### src/rtl/pipeline_hazard_ctrl_if.sv
// -----------------------------------------------------------------------------
// pipeline_hazard_ctrl_if
// Bundles every signal between the 5-stage pipeline datapath and the hazard
// sequencer.
//   Hazard inputs (datapath -> sequencer):
//     ihit, dhit, dREN_MEM, dWEN_MEM, memtoReg_EX, rt_EX[4:0], rs_ID[4:0],
//     rt_ID[4:0], uses_rt_ID, redirect_EX, halt_WB
//   Control outputs (sequencer -> datapath):
//     pc_en, ifid/idex/exmem/memwb _en and _flush, halted,
//     stall_cnt[CNT_W-1:0], flush_cnt[CNT_W-1:0]
//   Modports: master = datapath side, slave = hazard sequencer.
// -----------------------------------------------------------------------------
interface pipeline_hazard_ctrl_if #(
    parameter int CNT_W = 32
);
    logic             ihit;
    logic             dhit;
    logic             dREN_MEM;
    logic             dWEN_MEM;
    logic             memtoReg_EX;
    logic [4:0]       rt_EX;
    logic [4:0]       rs_ID;
    logic [4:0]       rt_ID;
    logic             uses_rt_ID;
    logic             redirect_EX;
    logic             halt_WB;

    logic             pc_en;
    logic             ifid_en;
    logic             idex_en;
    logic             exmem_en;
    logic             memwb_en;
    logic             ifid_flush;
    logic             idex_flush;
    logic             exmem_flush;
    logic             memwb_flush;
    logic             halted;
    logic [CNT_W-1:0] stall_cnt;
    logic [CNT_W-1:0] flush_cnt;

    modport master (
        output ihit, dhit, dREN_MEM, dWEN_MEM, memtoReg_EX, rt_EX, rs_ID,
               rt_ID, uses_rt_ID, redirect_EX, halt_WB,
        input  pc_en, ifid_en, idex_en, exmem_en, memwb_en, ifid_flush,
               idex_flush, exmem_flush, memwb_flush, halted, stall_cnt,
               flush_cnt
    );

    modport slave (
        input  ihit, dhit, dREN_MEM, dWEN_MEM, memtoReg_EX, rt_EX, rs_ID,
               rt_ID, uses_rt_ID, redirect_EX, halt_WB,
        output pc_en, ifid_en, idex_en, exmem_en, memwb_en, ifid_flush,
               idex_flush, exmem_flush, memwb_flush, halted, stall_cnt,
               flush_cnt
    );
endinterface

### src/rtl/pipeline_hazard_ctrl.sv
// -----------------------------------------------------------------------------
// pipeline_hazard_ctrl
// Central stall/flush sequencer for the 5-stage MIPS pipeline. Produces the
// PC and pipeline-register enables/flushes for load-use hazards, I/D memory
// wait cycles, EX-stage redirects and the terminal halt, and keeps saturating
// stall/flush event counters.
//   CLK  : clock
//   nRST : asynchronous active-low reset
//   bus  : pipeline_hazard_ctrl_if.slave (hazard inputs, control outputs,
//          halted flag, stall_cnt / flush_cnt)
// -----------------------------------------------------------------------------
module pipeline_hazard_ctrl #(
    parameter int CNT_W = 32
) (
    input  logic                        CLK,
    input  logic                        nRST,
    pipeline_hazard_ctrl_if.slave       bus
);

    typedef enum logic [1:0] {
        RUN      = 2'd0,
        MEM_WAIT = 2'd1,
        HALTED   = 2'd2
    } state_t;

    state_t           state;
    logic             halted;
    logic [CNT_W-1:0] stall_cnt;
    logic [CNT_W-1:0] flush_cnt;

    logic mem_pend;
    logic lu;
    logic pc_en, ifid_en, idex_en, exmem_en, memwb_en;
    logic ifid_flush, idex_flush, exmem_flush, memwb_flush;

    // Enables and flushes are combinational so a stall/flush decision lands
    // on the very next edge. The priority order matters: an outstanding data
    // access freezes everything upstream of WB (and bubbles WB so the MEM
    // instruction is not written twice); a redirect then beats the
    // load-use and I-miss stalls because the fetched path is discarded anyway.
    always_comb begin
        pc_en       = 1'b0;
        ifid_en     = 1'b0;
        idex_en     = 1'b0;
        exmem_en    = 1'b0;
        memwb_en    = 1'b0;
        ifid_flush  = 1'b0;
        idex_flush  = 1'b0;
        exmem_flush = 1'b0;
        memwb_flush = 1'b0;

        mem_pend = (bus.dREN_MEM | bus.dWEN_MEM) & ~bus.dhit;
        lu       = bus.memtoReg_EX & (bus.rt_EX != 5'd0) &
                   ((bus.rt_EX == bus.rs_ID) |
                    (bus.uses_rt_ID & (bus.rt_EX == bus.rt_ID)));

        if (nRST && (state != HALTED)) begin
            if (mem_pend) begin
                memwb_en    = 1'b1;
                memwb_flush = 1'b1;
            end else if (bus.redirect_EX) begin
                pc_en      = 1'b1;
                ifid_en    = 1'b1;
                ifid_flush = 1'b1;
                idex_en    = 1'b1;
                idex_flush = 1'b1;
                exmem_en   = 1'b1;
                memwb_en   = 1'b1;
            end else if (lu || !bus.ihit) begin
                // Hold PC and IF/ID, push one bubble into ID/EX.
                idex_en    = 1'b1;
                idex_flush = 1'b1;
                exmem_en   = 1'b1;
                memwb_en   = 1'b1;
            end else begin
                pc_en    = 1'b1;
                ifid_en  = 1'b1;
                idex_en  = 1'b1;
                exmem_en = 1'b1;
                memwb_en = 1'b1;
            end
        end
    end

    // State machine, sticky halted flag and saturating event counters.
    // halt_WB wins over every other transition; counters still count the
    // cycle in which halt_WB is first seen and freeze from then on.
    always_ff @(posedge CLK or negedge nRST) begin
        if (!nRST) begin
            state     <= RUN;
            halted    <= 1'b0;
            stall_cnt <= '0;
            flush_cnt <= '0;
        end else begin
            if (state != HALTED) begin
                if (!pc_en && (stall_cnt != '1)) begin
                    stall_cnt <= stall_cnt + 1'b1;
                end
                if (ifid_flush && (flush_cnt != '1)) begin
                    flush_cnt <= flush_cnt + 1'b1;
                end
            end

            if (bus.halt_WB) begin
                state  <= HALTED;
                halted <= 1'b1;
            end else begin
                case (state)
                    RUN:      if (mem_pend) state <= MEM_WAIT;
                    MEM_WAIT: if (bus.dhit) state <= RUN;
                    default:  state <= HALTED;
                endcase
            end
        end
    end

    assign bus.pc_en       = pc_en;
    assign bus.ifid_en     = ifid_en;
    assign bus.idex_en     = idex_en;
    assign bus.exmem_en    = exmem_en;
    assign bus.memwb_en    = memwb_en;
    assign bus.ifid_flush  = ifid_flush;
    assign bus.idex_flush  = idex_flush;
    assign bus.exmem_flush = exmem_flush;
    assign bus.memwb_flush = memwb_flush;
    assign bus.halted      = halted;
    assign bus.stall_cnt   = stall_cnt;
    assign bus.flush_cnt   = flush_cnt;

endmodule

### src/flat_wrapper.sv
// flat-port wrapper written by rule: the top's interface ports become plain ports
module pipeline_hazard_ctrl_flat 
#(
    parameter int CNT_W = 32
)
  (CLK, nRST, bus_ihit, bus_dhit, bus_dREN_MEM, bus_dWEN_MEM, bus_memtoReg_EX, bus_rt_EX, bus_rs_ID, bus_rt_ID, bus_uses_rt_ID, bus_redirect_EX, bus_halt_WB, bus_pc_en, bus_ifid_en, bus_idex_en, bus_exmem_en, bus_memwb_en, bus_ifid_flush, bus_idex_flush, bus_exmem_flush, bus_memwb_flush, bus_halted, bus_stall_cnt, bus_flush_cnt);
  pipeline_hazard_ctrl_if #(.CNT_W(CNT_W)) bus_i ();
  input  logic CLK;
  input  logic nRST;
  input wire logic [$bits(bus_i.ihit)-1:0] bus_ihit;
  input wire logic [$bits(bus_i.dhit)-1:0] bus_dhit;
  input wire logic [$bits(bus_i.dREN_MEM)-1:0] bus_dREN_MEM;
  input wire logic [$bits(bus_i.dWEN_MEM)-1:0] bus_dWEN_MEM;
  input wire logic [$bits(bus_i.memtoReg_EX)-1:0] bus_memtoReg_EX;
  input wire logic [$bits(bus_i.rt_EX)-1:0] bus_rt_EX;
  input wire logic [$bits(bus_i.rs_ID)-1:0] bus_rs_ID;
  input wire logic [$bits(bus_i.rt_ID)-1:0] bus_rt_ID;
  input wire logic [$bits(bus_i.uses_rt_ID)-1:0] bus_uses_rt_ID;
  input wire logic [$bits(bus_i.redirect_EX)-1:0] bus_redirect_EX;
  input wire logic [$bits(bus_i.halt_WB)-1:0] bus_halt_WB;
  output wire logic [$bits(bus_i.pc_en)-1:0] bus_pc_en;
  output wire logic [$bits(bus_i.ifid_en)-1:0] bus_ifid_en;
  output wire logic [$bits(bus_i.idex_en)-1:0] bus_idex_en;
  output wire logic [$bits(bus_i.exmem_en)-1:0] bus_exmem_en;
  output wire logic [$bits(bus_i.memwb_en)-1:0] bus_memwb_en;
  output wire logic [$bits(bus_i.ifid_flush)-1:0] bus_ifid_flush;
  output wire logic [$bits(bus_i.idex_flush)-1:0] bus_idex_flush;
  output wire logic [$bits(bus_i.exmem_flush)-1:0] bus_exmem_flush;
  output wire logic [$bits(bus_i.memwb_flush)-1:0] bus_memwb_flush;
  output wire logic [$bits(bus_i.halted)-1:0] bus_halted;
  output wire logic [$bits(bus_i.stall_cnt)-1:0] bus_stall_cnt;
  output wire logic [$bits(bus_i.flush_cnt)-1:0] bus_flush_cnt;
  assign bus_i.ihit = bus_ihit;
  assign bus_i.dhit = bus_dhit;
  assign bus_i.dREN_MEM = bus_dREN_MEM;
  assign bus_i.dWEN_MEM = bus_dWEN_MEM;
  assign bus_i.memtoReg_EX = bus_memtoReg_EX;
  assign bus_i.rt_EX = bus_rt_EX;
  assign bus_i.rs_ID = bus_rs_ID;
  assign bus_i.rt_ID = bus_rt_ID;
  assign bus_i.uses_rt_ID = bus_uses_rt_ID;
  assign bus_i.redirect_EX = bus_redirect_EX;
  assign bus_i.halt_WB = bus_halt_WB;
  assign bus_pc_en = bus_i.pc_en;
  assign bus_ifid_en = bus_i.ifid_en;
  assign bus_idex_en = bus_i.idex_en;
  assign bus_exmem_en = bus_i.exmem_en;
  assign bus_memwb_en = bus_i.memwb_en;
  assign bus_ifid_flush = bus_i.ifid_flush;
  assign bus_idex_flush = bus_i.idex_flush;
  assign bus_exmem_flush = bus_i.exmem_flush;
  assign bus_memwb_flush = bus_i.memwb_flush;
  assign bus_halted = bus_i.halted;
  assign bus_stall_cnt = bus_i.stall_cnt;
  assign bus_flush_cnt = bus_i.flush_cnt;
  pipeline_hazard_ctrl #(.CNT_W(CNT_W)) u_core (.CLK(CLK), .nRST(nRST), .bus(bus_i));
endmodule
### config.mk
export PLATFORM = sky130hd
export DESIGN_NAME = pipeline_hazard_ctrl_flat
export DESIGN_NICKNAME = d
export VERILOG_FILES = /design/src/rtl/pipeline_hazard_ctrl_if.sv /design/src/rtl/pipeline_hazard_ctrl.sv /design/src/flat_wrapper.sv
export SDC_FILE = /design/constraint.sdc
export NUM_CORES = 1
export LEC_CHECK = 0
export CAP_MARGIN = 15
export CORE_MARGIN = 2
export CORE_UTILIZATION = 63
export CTS_BUF_LIST = sky130_fd_sc_hd__clkbuf_4 sky130_fd_sc_hd__clkbuf_8
export DETAILED_ROUTE_END_ITERATION = 16
export DONT_BUFFER_PORTS = 1
export GPL_TIMING_DRIVEN = 1
export PLACE_DENSITY = 0.86
export SYNTH_ARGS = -nofsm -noshare
export SYNTH_HDL_FRONTEND = slang
export SYNTH_SLANG_ARGS = --single-unit
export TNS_END_PERCENT = 100
### constraint.sdc
create_clock -name CLK -period 4 [get_ports CLK]
set_input_delay 1 -clock CLK [delete_from_list [all_inputs] [get_ports CLK]]
set_output_delay 1 -clock CLK [all_outputs]
set_load 0.01 [all_outputs]
==> metrics.md <==
| Metric | Value |
|---|---|
| Outcome | `completed` |
| DR WL/cell | `17.0 um` |
| IO Count | `99` |
| Layout cells sized above 1 | `0.134` |
| Number of synthesis warnings | `0` |
| RSZ-0062 raised after global routing | `false` |
| R2R Setup Slk | `approximately 1500 ps` |
| CP required | `3000 ps` |
| Inst Count DP | `376` |
| # H-tree levels | `3` |
| Cell count after synthesis | `approximately 310` |
| Reg2reg path depth | `7` |
| Antenna Nets Post-Route | `0` |
| Post-synth EDFFs | `0` |
| Residual DRC | `0` |
| Worst Max-Slew Pin Slew | `808 ps` |
| Syn Nets | `roughly 340` |
| Setup ws final | `778 ps` |
| P_leak | `~1.6 nW` |
| Die Wd | `~77 um` |
| Slowest library cell on the worst path | `or4_1` |
| Max Buffers Root-to-Sink | `2` |
| Commonest non-fill, non-tap cell in the layout | `dfrtp_1` |
| Root buf cell | `clkbuf_8` |
| Final Max Slew Viols | `0` |
| Largest net degree at the start of global routing | `71` |
| Grt ovf | `0` |
| Crit path capture type | `output pin` |
| # diodes | `0` |
| Seq cells post-synth | `67` |
| Filler cells | `408` |
| Cell Area, Synth | `3390 um2` |
| GR Util All Layers | `0.242` |
| TritonCTS Buffers | `9` |
| TritonRoute pass-1 iters | `4` |
| Asr flop ratio synth | `1.00` |
| Startpoint Class | `primary input` |
| Clock Latency Late Sink | `roughly 340 ps` |
| Reg2reg start | `u_core.bus.stall_cnt[10]$_DFFE_PN0P_` |
| Start point of the critical path | `bus_rt_EX[0]` |
| RePlAce Congestion | `0.851` |
| Final setup viols | `0` |
| Area Growth Syn to Fin | `7.93%` |
| Initial Util | `0.660` |
| Reg-to-reg endpoint | `u_core.bus.stall_cnt[9]$_DFFE_PN0P_` |
| Vias in the first global route | `about 2400` |
| Setup CP Type | `primary input to output pin` |
| Detailed placement HPWL | `4.86 mm` |
| DR vias | `2348` |
| Hold_buf cts | `0` |
| Most used cell, CP | `nand2_1` |
| Net count, final | `around 340` |
| Post_cts resized | `0` |
| Fmax | `310 MHz` |
| Post-synth cell types | `42` |
| Crit Path Max Fanout | `3` |
| P_sw | `276 uW` |
| Sequential share of power | `0.514` |
| Antenna violations before repair | `0` |
| Die height | `around 77 um` |
| WP buf/inv | `1` |
| Post-Syn Area per Cell | `10.9 um2` |
| DR vias/cell | `between 5 and 6` |
| Critical Path, Cell by Cell | `or4_1, o21a_1, nand2_1, nand2_1, a21boi_0, buf_4` |
| Internal | `1.08 mW` |
| Tmin final | `between 3000 and 4000 ps` |
| Row count | `26` |
| Fin crit share | `0.806` |
| Pwr per Cell Area | `about 370 nW/um2` |
| Comb pwr share | `0.019` |
| Switching Fraction | `0.203` |
| Wire length of the first global-routing pass | `11.4 mm` |
| Top FF cell, synth | `dfrtp_1` |
| Fin Hold WS | `~340 ps` |
| Post-synth top area cell | `dfrtp_1` |
| WL final | `between 6 and 7 mm` |
| Slew Limit Headroom | `0.461` |
| Pre-CTS setup slack | `approximately 780 ps` |
| Worst EP arrival | `2220 ps` |
| CP top delay family | `simple AND/OR/NAND/NOR gates` |
| Initial drt markers | `roughly 130` |
| Post-Layout Cell Count | `392` |
| Clk pwr share | `0.467` |
| Fin. Hold Viols | `0` |
| Worst hold path class | `primary input to async pin` |
| Max_cap viols | `0` |
| Setup Fix Bufs, Post-CTS | `0` |
| CTS tree | `built` |
| Most frequent cells in the layout | `67 x dfrtp_1, 61 x xnor2_1, 34 x nand2_1, 29 x nand3_1, 24 x nand4_1` |
| Core Area | `a little over 5000 um2` |
| Port-buffer cells | `0` |
| Top cells by area, synth | `dfrtp_1 49%, xnor2_1 16%, nand4_1 4.4%, nand3_1 4.3%, nand2_1 3.8%` |
| Reg clk slew, reported paths | `~70 ps` |
| Synth top area share | `0.494` |
| Clock Skew | `10.6 ps` |
| Setup TNS | `0 ps` |
| Register area share after synthesis | `0.494` |
| Worst vdd ir | `roughly 0.26 mV` |
| Full die area | `roughly 6000 um2` |
| Clock sinks | `67` |
| Peak per-stage delay on the critical path | `510 ps` |
[cells in the mapped netlist, types with 5 or more instances]
library cell and count:
nand2_1 34, dfrtp_1 67, xnor2_1 61, nand4_1 24, inv_1 5, xor2_1 10
nor3_1 7, nand3_2 6, and3_1 7, nor2_1 17, nand3_1 29
[worst max path at each step]
stage | depth (start not counted) | slack [ps] | endpoint
6_report | 6 | 780 | bus_pc_en
3_5_place_dp | 6 | 780 | bus_pc_en
2_1_floorplan | 6 | 600 | bus_pc_en
3_3_place_gp | 6 | 800 | bus_pc_en
4_1_cts | 6 | 770 | bus_pc_en
5_1_grt | 6 | 710 | bus_pc_en
[registers in the layout, summed over array words and instances, names as in the netlist]
name and cells:
u_core.bus.flush_cnt 32, u_core.bus.halted 1, u_core.bus.stall_cnt 32, u_core.state 2
[layout make-up]
type	instances	area, um2	share of cell area
clock buffer	12	153	0.0417
clock inverter	4	73.8	0.0202
inverter	5	18.8	0.00513
multi-input combinational	233	1640	0.449
sequential	67	1680	0.458
tap	70	87.6	0.0239
timing repair buffer	1	7.51	0.00205
[logic make-up (layout without fill, tap and decap cells)]
logic type               Yosys count  after routing  synth area share
AND/OR/NAND/NOR                  148            148             0.258
XOR/XNOR                          71             71             0.183
flip-flops                        67             67             0.494
buffers and inverters             11             22            0.0210
AO/OA/AOI/OAI                     10             10            0.0317
adder cells (fa/ha/maj)            2              2           0.00738
other                              1              1           0.00111
multiplexers                       1              1           0.00332
[metrics by stage]
step	instance area, um2	util	power, mW
6_report	3660	0.712	1.36
3_5_place_dp	3430	0.668	0.737
4_1_cts	3660	0.712	1.37
2_1_floorplan	3390	-	0.732
3_3_place_gp	3430	0.668	0.735
5_1_grt	3660	0.712	1.40
[routing by layer]
metal | vias up | wire length, um | GRT usage
met1 | 1162 | 2770 | 0.291
met5 | - | 0 | 0
met2 | 80 | 3280 | 0.397
met4 | 0 | 116 | 0.0982
met3 | 14 | 485 | 0.0895
li1 | 1092 | - | -
[power groups by stage]
stage,clock [mW],sequential [mW],combinational [mW]
after floorplan,0,0.708,0.0240
after global placement,0,0.710,0.0253
after detailed placement,0,0.710,0.0263
after CTS,0.644,0.697,0.0264
after global routing,0.670,0.698,0.0311
final,0.633,0.697,0.0264
(Power assumes the default switching activity.)
